**src/rtl/multicycle_ctrl.sv**
```systemverilog
// Main control FSM for the multicycle RV32I core. It sequences the shared ALU,
// the memory port, the register file and the PC. Most outputs are Moore
// functions of the state. PCWrite also depends on Zero, the FETCH strobes are
// gated by MemReady, and ImmSrc is decoded from op.
module multicycle_ctrl #(
  parameter logic [3:0] RESET_STATE = 4'd0
) (
  input  logic       clk,
  input  logic       reset,
  input  logic [6:0] op,
  input  logic       Zero,
  input  logic       MemReady,
  output logic       MemReq,
  output logic       MemWrite,
  output logic       IRWrite,
  output logic       PCWrite,
  output logic       RegWrite,
  output logic       AdrSrc,
  output logic [1:0] ResultSrc,
  output logic [1:0] ALUSrcA,
  output logic [1:0] ALUSrcB,
  output logic [1:0] ALUOp,
  output logic [1:0] ImmSrc,
  output logic       Illegal,
  output logic [3:0] state
);

  localparam logic [3:0] Fetch    = 4'd0;
  localparam logic [3:0] Decode   = 4'd1;
  localparam logic [3:0] MemAdr   = 4'd2;
  localparam logic [3:0] MemRead  = 4'd3;
  localparam logic [3:0] MemWb    = 4'd4;
  localparam logic [3:0] MemWr    = 4'd5;
  localparam logic [3:0] ExecuteR = 4'd6;
  localparam logic [3:0] ExecuteI = 4'd7;
  localparam logic [3:0] AluWb    = 4'd8;
  localparam logic [3:0] Beq      = 4'd9;
  localparam logic [3:0] Jal      = 4'd10;
  localparam logic [3:0] Trap     = 4'd15;

  localparam logic [6:0] OpLoad   = 7'b0000011;
  localparam logic [6:0] OpStore  = 7'b0100011;
  localparam logic [6:0] OpRType  = 7'b0110011;
  localparam logic [6:0] OpIType  = 7'b0010011;
  localparam logic [6:0] OpBranch = 7'b1100011;
  localparam logic [6:0] OpJal    = 7'b1101111;

  logic [3:0] state_q, state_d;
  logic       pc_update;
  logic       branch;

  // Next-state selection; unused encodings and unknown opcodes fall into Trap.
  always_comb begin
    state_d = Trap;
    unique case (state_q)
      Fetch:    state_d = MemReady ? Decode : Fetch;
      Decode: begin
        unique case (op)
          OpLoad, OpStore: state_d = MemAdr;
          OpRType:         state_d = ExecuteR;
          OpIType:         state_d = ExecuteI;
          OpBranch:        state_d = Beq;
          OpJal:           state_d = Jal;
          default:         state_d = Trap;
        endcase
      end
      MemAdr:   state_d = op[5] ? MemWr : MemRead;
      MemRead:  state_d = MemReady ? MemWb : MemRead;
      MemWb:    state_d = Fetch;
      MemWr:    state_d = MemReady ? Fetch : MemWr;
      ExecuteR: state_d = AluWb;
      ExecuteI: state_d = AluWb;
      AluWb:    state_d = Fetch;
      Beq:      state_d = Fetch;
      Jal:      state_d = AluWb;
      default:  state_d = Trap;
    endcase
  end

  // State register with synchronous active-low reset.
  always_ff @(posedge clk) begin
    if (!reset) begin
      state_q <= RESET_STATE;
    end else begin
      state_q <= state_d;
    end
  end

  // Datapath controls per state; anything not set for a state stays 0.
  always_comb begin
    MemReq    = 1'b0;
    MemWrite  = 1'b0;
    IRWrite   = 1'b0;
    RegWrite  = 1'b0;
    AdrSrc    = 1'b0;
    ResultSrc = 2'b00;
    ALUSrcA   = 2'b00;
    ALUSrcB   = 2'b00;
    ALUOp     = 2'b00;
    Illegal   = 1'b0;
    pc_update = 1'b0;
    branch    = 1'b0;
    unique case (state_q)
      Fetch: begin
        MemReq    = 1'b1;
        ALUSrcB   = 2'b10;
        ResultSrc = 2'b10;
        IRWrite   = MemReady;
        pc_update = MemReady;
      end
      Decode: begin
        ALUSrcA = 2'b01;
        ALUSrcB = 2'b01;
      end
      MemAdr: begin
        ALUSrcA = 2'b10;
        ALUSrcB = 2'b01;
      end
      MemRead: begin
        MemReq = 1'b1;
        AdrSrc = 1'b1;
      end
      MemWb: begin
        ResultSrc = 2'b01;
        RegWrite  = 1'b1;
      end
      MemWr: begin
        MemReq   = 1'b1;
        MemWrite = 1'b1;
        AdrSrc   = 1'b1;
      end
      ExecuteR: begin
        ALUSrcA = 2'b10;
        ALUOp   = 2'b10;
      end
      ExecuteI: begin
        ALUSrcA = 2'b10;
        ALUSrcB = 2'b01;
        ALUOp   = 2'b10;
      end
      AluWb: RegWrite = 1'b1;
      Beq: begin
        ALUSrcA = 2'b10;
        ALUOp   = 2'b01;
        branch  = 1'b1;
      end
      Jal: begin
        ALUSrcA   = 2'b01;
        ALUSrcB   = 2'b10;
        pc_update = 1'b1;
      end
      Trap:    Illegal = 1'b1;
      default: ;
    endcase
  end

  // Immediate format follows the opcode regardless of state.
  always_comb begin
    unique case (op)
      OpStore:  ImmSrc = 2'b01;
      OpBranch: ImmSrc = 2'b10;
      OpJal:    ImmSrc = 2'b11;
      default:  ImmSrc = 2'b00;
    endcase
  end

  assign PCWrite = pc_update | (branch & Zero);
  assign state   = state_q;

endmodule
```
**config.mk**
```make
export PLATFORM = sky130hd
export DESIGN_NAME = multicycle_ctrl
export DESIGN_NICKNAME = d
export VERILOG_FILES = /design/src/rtl/multicycle_ctrl.sv
export SDC_FILE = /design/constraint.sdc
export NUM_CORES = 1
export LEC_CHECK = 0
export ABC_AREA = 1
export CORE_MARGIN = 3
export CORE_UTILIZATION = 34
export CTS_CLUSTER_DIAMETER = 60
export DETAILED_ROUTE_END_ITERATION = 12
export PLACE_DENSITY = 0.77
export SYNTH_ARGS = -nofsm -noshare
export SYNTH_HDL_FRONTEND = slang
export SYNTH_SLANG_ARGS = --single-unit
```
**constraint.sdc**
```tcl
create_clock -name clk -period 1.22 [get_ports clk]
set_input_delay 0.244 -clock clk [delete_from_list [all_inputs] [get_ports clk]]
set_output_delay 0.244 -clock clk [all_outputs]
set_load 0.05 [all_outputs]
```
==> impl_metrics.env, run 1 <==
export IMPL_dp_hpwl_mm=2.83
export IMPL_flow_stopped_at="detailed placement"
export IMPL_first_error="[ERROR DPL-0033] detailed placement checks failed during check placement."
export IMPL_synthesis_instances=98
export IMPL_synth_cell_area_um2=487
export IMPL_finalWeightedCongestion=0.822
export IMPL_boundaryPins=32
export IMPL_synth_adder_area_share_pct=0
export IMPL_post_synth_mux_area_share_pct=0
export IMPL_yosysWarnings=0
export IMPL_synth_top_family_by_area="simple AND/OR/NAND/NOR gates"
export IMPL_synthDistinctLibCells=15
export IMPL_post_synth_cell_area_avg_um2=4.97
export IMPL_initial_util_pct=36.9
export IMPL_post_synthesis_sequential_area_ratio_pct=16.5
export IMPL_postSynthNetCount=109
export IMPL_row_count=13
export IMPL_area_fraction_in_compound_gates_after_synthesis_pct=7.71
export IMPL_die_width_um=43.8
export IMPL_synth_xor_xnor_area_share_pct=0
export IMPL_die_height_um=43.8
export IMPL_status="stopped before the end"
export IMPL_portBuffers=31
export IMPL_yosys_area_share_simple_pct=59.6
export IMPL_synth_seq_cells=4
[cell families after synthesis]
kind of cell,Yosys count
simple gates,67
flops,4
compound gates,6
buf+inv,21
[per-stage QoR]
step | hold WS, ns | instances | TNS, ns
global placement | 0.597 | 164 | -2.34
floorplan | 0.341 | 98 | -3.11
[Yosys cell counts]
library cell / number / area share (%)
nor3_1: 2 / 2.1
dfxtp_1: 4 / 16
and3_1: 1 / 1.3
inv_2: 1 / 0.77
a31oi_1: 2 / 2.6
o211ai_1: 2 / 3.1
nand2_1: 29 / 22
nor2_4: 1 / 2.3
nand2_2: 1 / 1.3
inv_1: 20 / 15
a21oi_1: 2 / 2.1
nand4_1: 1 / 1.3
nand3_1: 11 / 11
nor2_2: 3 / 3.9
nor2_1: 18 / 14
==> inputs of run 2 (changes only) <==
--- a/config.mk
+++ b/config.mk
@@ -6,11 +6,10 @@
 export NUM_CORES = 1
 export LEC_CHECK = 0
 export ABC_AREA = 1
-export CORE_MARGIN = 3
-export CORE_UTILIZATION = 34
-export CTS_CLUSTER_DIAMETER = 60
+export CORE_AREA = 3 3 64 66
 export DETAILED_ROUTE_END_ITERATION = 12
-export PLACE_DENSITY = 0.77
+export DIE_AREA = 0 0 67 69
+export PLACE_DENSITY_LB_ADDON = 0.15
 export SYNTH_ARGS = -nofsm -noshare
 export SYNTH_HDL_FRONTEND = slang
 export SYNTH_SLANG_ARGS = --single-unit
==> run 2 against run 1 <==
The flow now finishes, with violations (setup timing). Area after synthesis stayed put. Synthesized cell count stayed put.
==> impl_metrics.env, run 2 <==
export IMPL_antenna_left=0
export IMPL_gr_total_overflow=0
export IMPL_holdCritPathClass="in2reg"
export IMPL_pwr_density_cell_nw_per_um2=2760
export IMPL_die_height_um=69
export IMPL_final_critical_path_setup_slack_ns=-0.342
export IMPL_first_global_vias=903
export IMPL_hold_viol=0
export IMPL_drt_wirelength_per_cell_um=11.0
export IMPL_dp_hpwl_mm=1.77
export IMPL_p_seq_share_pct=7.2
export IMPL_setup_viol=19
export IMPL_reg2reg_capture_point="state[1]"
export IMPL_worst_ir_drop_vdd_uv=886
export IMPL_n_antenna_cell=0
export IMPL_synth_area_leaders="nand2_1, dfxtp_1, inv_1"
export IMPL_final_layout_setup_total_negative_slack_ns=-4.19
export IMPL_violations="setup timing"
export IMPL_status="complete, but fails checks"
export IMPL_synth_top_cell_area_share_pct=22.4
export IMPL_clock_sink_count=4
export IMPL_detailed_router_s_first_iteration_violation_count=17
export IMPL_yosysMostFrequentCell="nand2_1"
export IMPL_internal_power_mw=2.51
export IMPL_grt_pass1_wl_mm=3.86
export IMPL_total_via_count_in_the_routed_design=906
export IMPL_yosysWarnings=0
export IMPL_power_share_switching_pct=48.9
export IMPL_post_synthesis_sequential_area_ratio_pct=16.5
export IMPL_power_switching_mw=2.40
export IMPL_power_share_combinational_pct=87.4
export IMPL_postSynthNetCount=109
export IMPL_gr_usage_all_layers_pct=10.3
export IMPL_synth_cell_area_um2=487
export IMPL_largest_register_ffs=4
export IMPL_grt_max_degree=7
export IMPL_yosys_area_top_type="nand2_1"
export IMPL_maxSlewViolCount=0
export IMPL_drt_total_wl_mm=2.50
export IMPL_synthesis_instances=98
export IMPL_worst_ep_required_time_ns=0.98
export IMPL_drt_vias_per_instance=3.99
export IMPL_boundaryPins=32
export IMPL_post_route_period_util_pct=128
export IMPL_max_cap_violations=0
export IMPL_reg_to_reg_slack_setup_ns=-0.14
export IMPL_crit_path_start_kind="flip-flop"
export IMPL_timing_max_slew_rel_slack_pct=80.3
export IMPL_clock_tree_from_tritoncts="done"
export IMPL_synth_top_cells_by_count="nand2_1, inv_1, nor2_1"
export IMPL_worstReg2RegStart="state[1]"
export IMPL_synthToLayoutAreaGrowth_pct=265
export IMPL_cts_inserted_buffers=3
export IMPL_portBuffers=31
export IMPL_die_outline_area_um2=4620
export IMPL_number_of_antenna_violations_at_the_first_check_in_global_routing=0
export IMPL_area_of_the_core_region_um2=3630
export IMPL_end_kind="output pin"
export IMPL_hold_path_startpoint="op[4]"
export IMPL_timing_critical_path_fanout_max=5
export IMPL_drive_above_1_share_pct=76.0
export IMPL_detailedRoute_firstPassIterationCount=4
export IMPL_post_route_drc_count=0
export IMPL_criticalPathCategory="reg2out"
export IMPL_cellLeakagePower_nw=0.839
export IMPL_setup_repair_after_global_routing_missed_its_margin="yes"
export IMPL_power_frac_clock_pct=5.4
export IMPL_post_synth_cell_area_avg_um2=4.97
export IMPL_final_min_clock_period_ns=1.56
export IMPL_final_nets=192
export IMPL_path_clk_slew_ns=0.03
export IMPL_cts_root_buf="clkbuf_8"
export IMPL_clockBufferDepth=2
export IMPL_synth_top_flop_cell="dfxtp_1"
export IMPL_fin_util_pct=48.9
export IMPL_most_used_cells_in_the_layout_excluding_fill_and_tap_cells="buf_4, buf_12, nand2_1, buf_6"
export IMPL_final_common_cell="buf_4"
export IMPL_worst_path_arrival_time_ns=1.32
export IMPL_whs_endpoint="state[0]"
export IMPL_async_s_r_ff_share_synth_pct=0
export IMPL_layout_filler_cells=344
export IMPL_die_width_um=67
export IMPL_finalWeightedCongestion=0.753
export IMPL_synthDistinctLibCells=15
export IMPL_cts_htree_levels=1
export IMPL_initial_util_pct=13.4
export IMPL_row_count=22
export IMPL_slew_at_the_pin_closest_to_its_max_slew_limit_ns=0.294
export IMPL_worst_skew_pair_late_latency_ns=0.21
export IMPL_synth_edff_count=0
export IMPL_max_clock_freq_mhz=640
export IMPL_clock_skew_ns=0.0000554
export IMPL_whs_path_depth=7
export IMPL_reg2regPathDepth=8
export IMPL_synth_seq_cells=4
## run 2: cell counts after synthesis
No cell type changed its count.
## run 2: how the worst max path moves through the flow
stage / startpoint / end
2_1_floorplan: state[2] / ALUSrcB[0]
3_3_place_gp: op[1] / ImmSrc[0]
3_5_place_dp: op[2] / ImmSrc[0]
4_1_cts: state[1] / ALUSrcB[0]
5_1_grt: state[2] / ALUSrcB[0]
6_report: state[2] / ALUSrcB[0]
## run 2: logic make-up (layout without fill, tap and decap cells)
logic type,Yosys count,count (layout),synth area share (%)
AOI/OAI and AO/OA,6,6,7.71
and+or+nand+nor,67,67,59.6
DFF,4,4,16.5
buffers and inverters,21,102,16.2
## run 2: power by group through the flow
stage | registers (mW) | logic, mW | clock network [mW]
finish | 0.353 | 4.29 | 0.267
global route | 0.370 | 4.47 | 0.287
CTS | 0.337 | 4.14 | 0.276
detailed placement | 0.323 | 3.67 | 0
global placement | 0.322 | 3.65 | 0
floorplan | 0.483 | 1.69 | 0
## run 2: final cells by class
type | instances | area [um2] | share of cell area, %
well taps | 48 | 60.1 | 3.38
clock buffers | 3 | 41.3 | 2.32
flip-flops and latches | 4 | 95.1 | 5.35
repair buffers | 78 | 926 | 52.1
inverters | 21 | 100 | 5.63
multi-input cells | 73 | 554 | 31.2
## run 2: metrics by stage
| stage | cells | area, um2 | setup slack, ns | power [mW] | hold WS [ns] |
|---|---|---|---|---|---|
| global placement | 201 | 1380 | -0.390 | 3.97 | 0.623 |
| floorplan | 98 | 617 | -0.534 | 2.17 | 0.341 |
| global route | 227 | 1780 | -0.382 | 5.13 | 0.575 |
| finish | 227 | 1780 | -0.342 | 4.91 | 0.514 |
| CTS | 220 | 1640 | -0.323 | 4.76 | 0.595 |
| detailed placement | 201 | 1380 | -0.407 | 3.99 | 0.616 |
## run 2: what timing repair did
| action | CTS | global route |
|---|---|---|
| gates cloned | 0 | 0 |
| pin swaps | 26 | 16 |
| setup buffers | 17 | 9 |
| resized for setup | 53 | 33 |
| hold buffers | 0 | 0 |
| endpoints found under the setup margin | 21 | 21 |
## run 2: routing by layer
metal	wire (um)	global-route usage [%]	up-vias
li1	-	-	465
met1	946	10.4	415
met2	1420	20.3	26
met3	138	2.28	0
met4	0	2.25	0
met5	0	0	-
## run 2: worst max-delay path, cell delays in order, from the launching register on
cell	delay (ns)
dfxtp_4	0.37
inv_6	0.05
nor2_4	0.10
inv_4	0.06
o211ai_1	0.29
clkbuf_16	0.23
(Power assumes the default switching activity.)
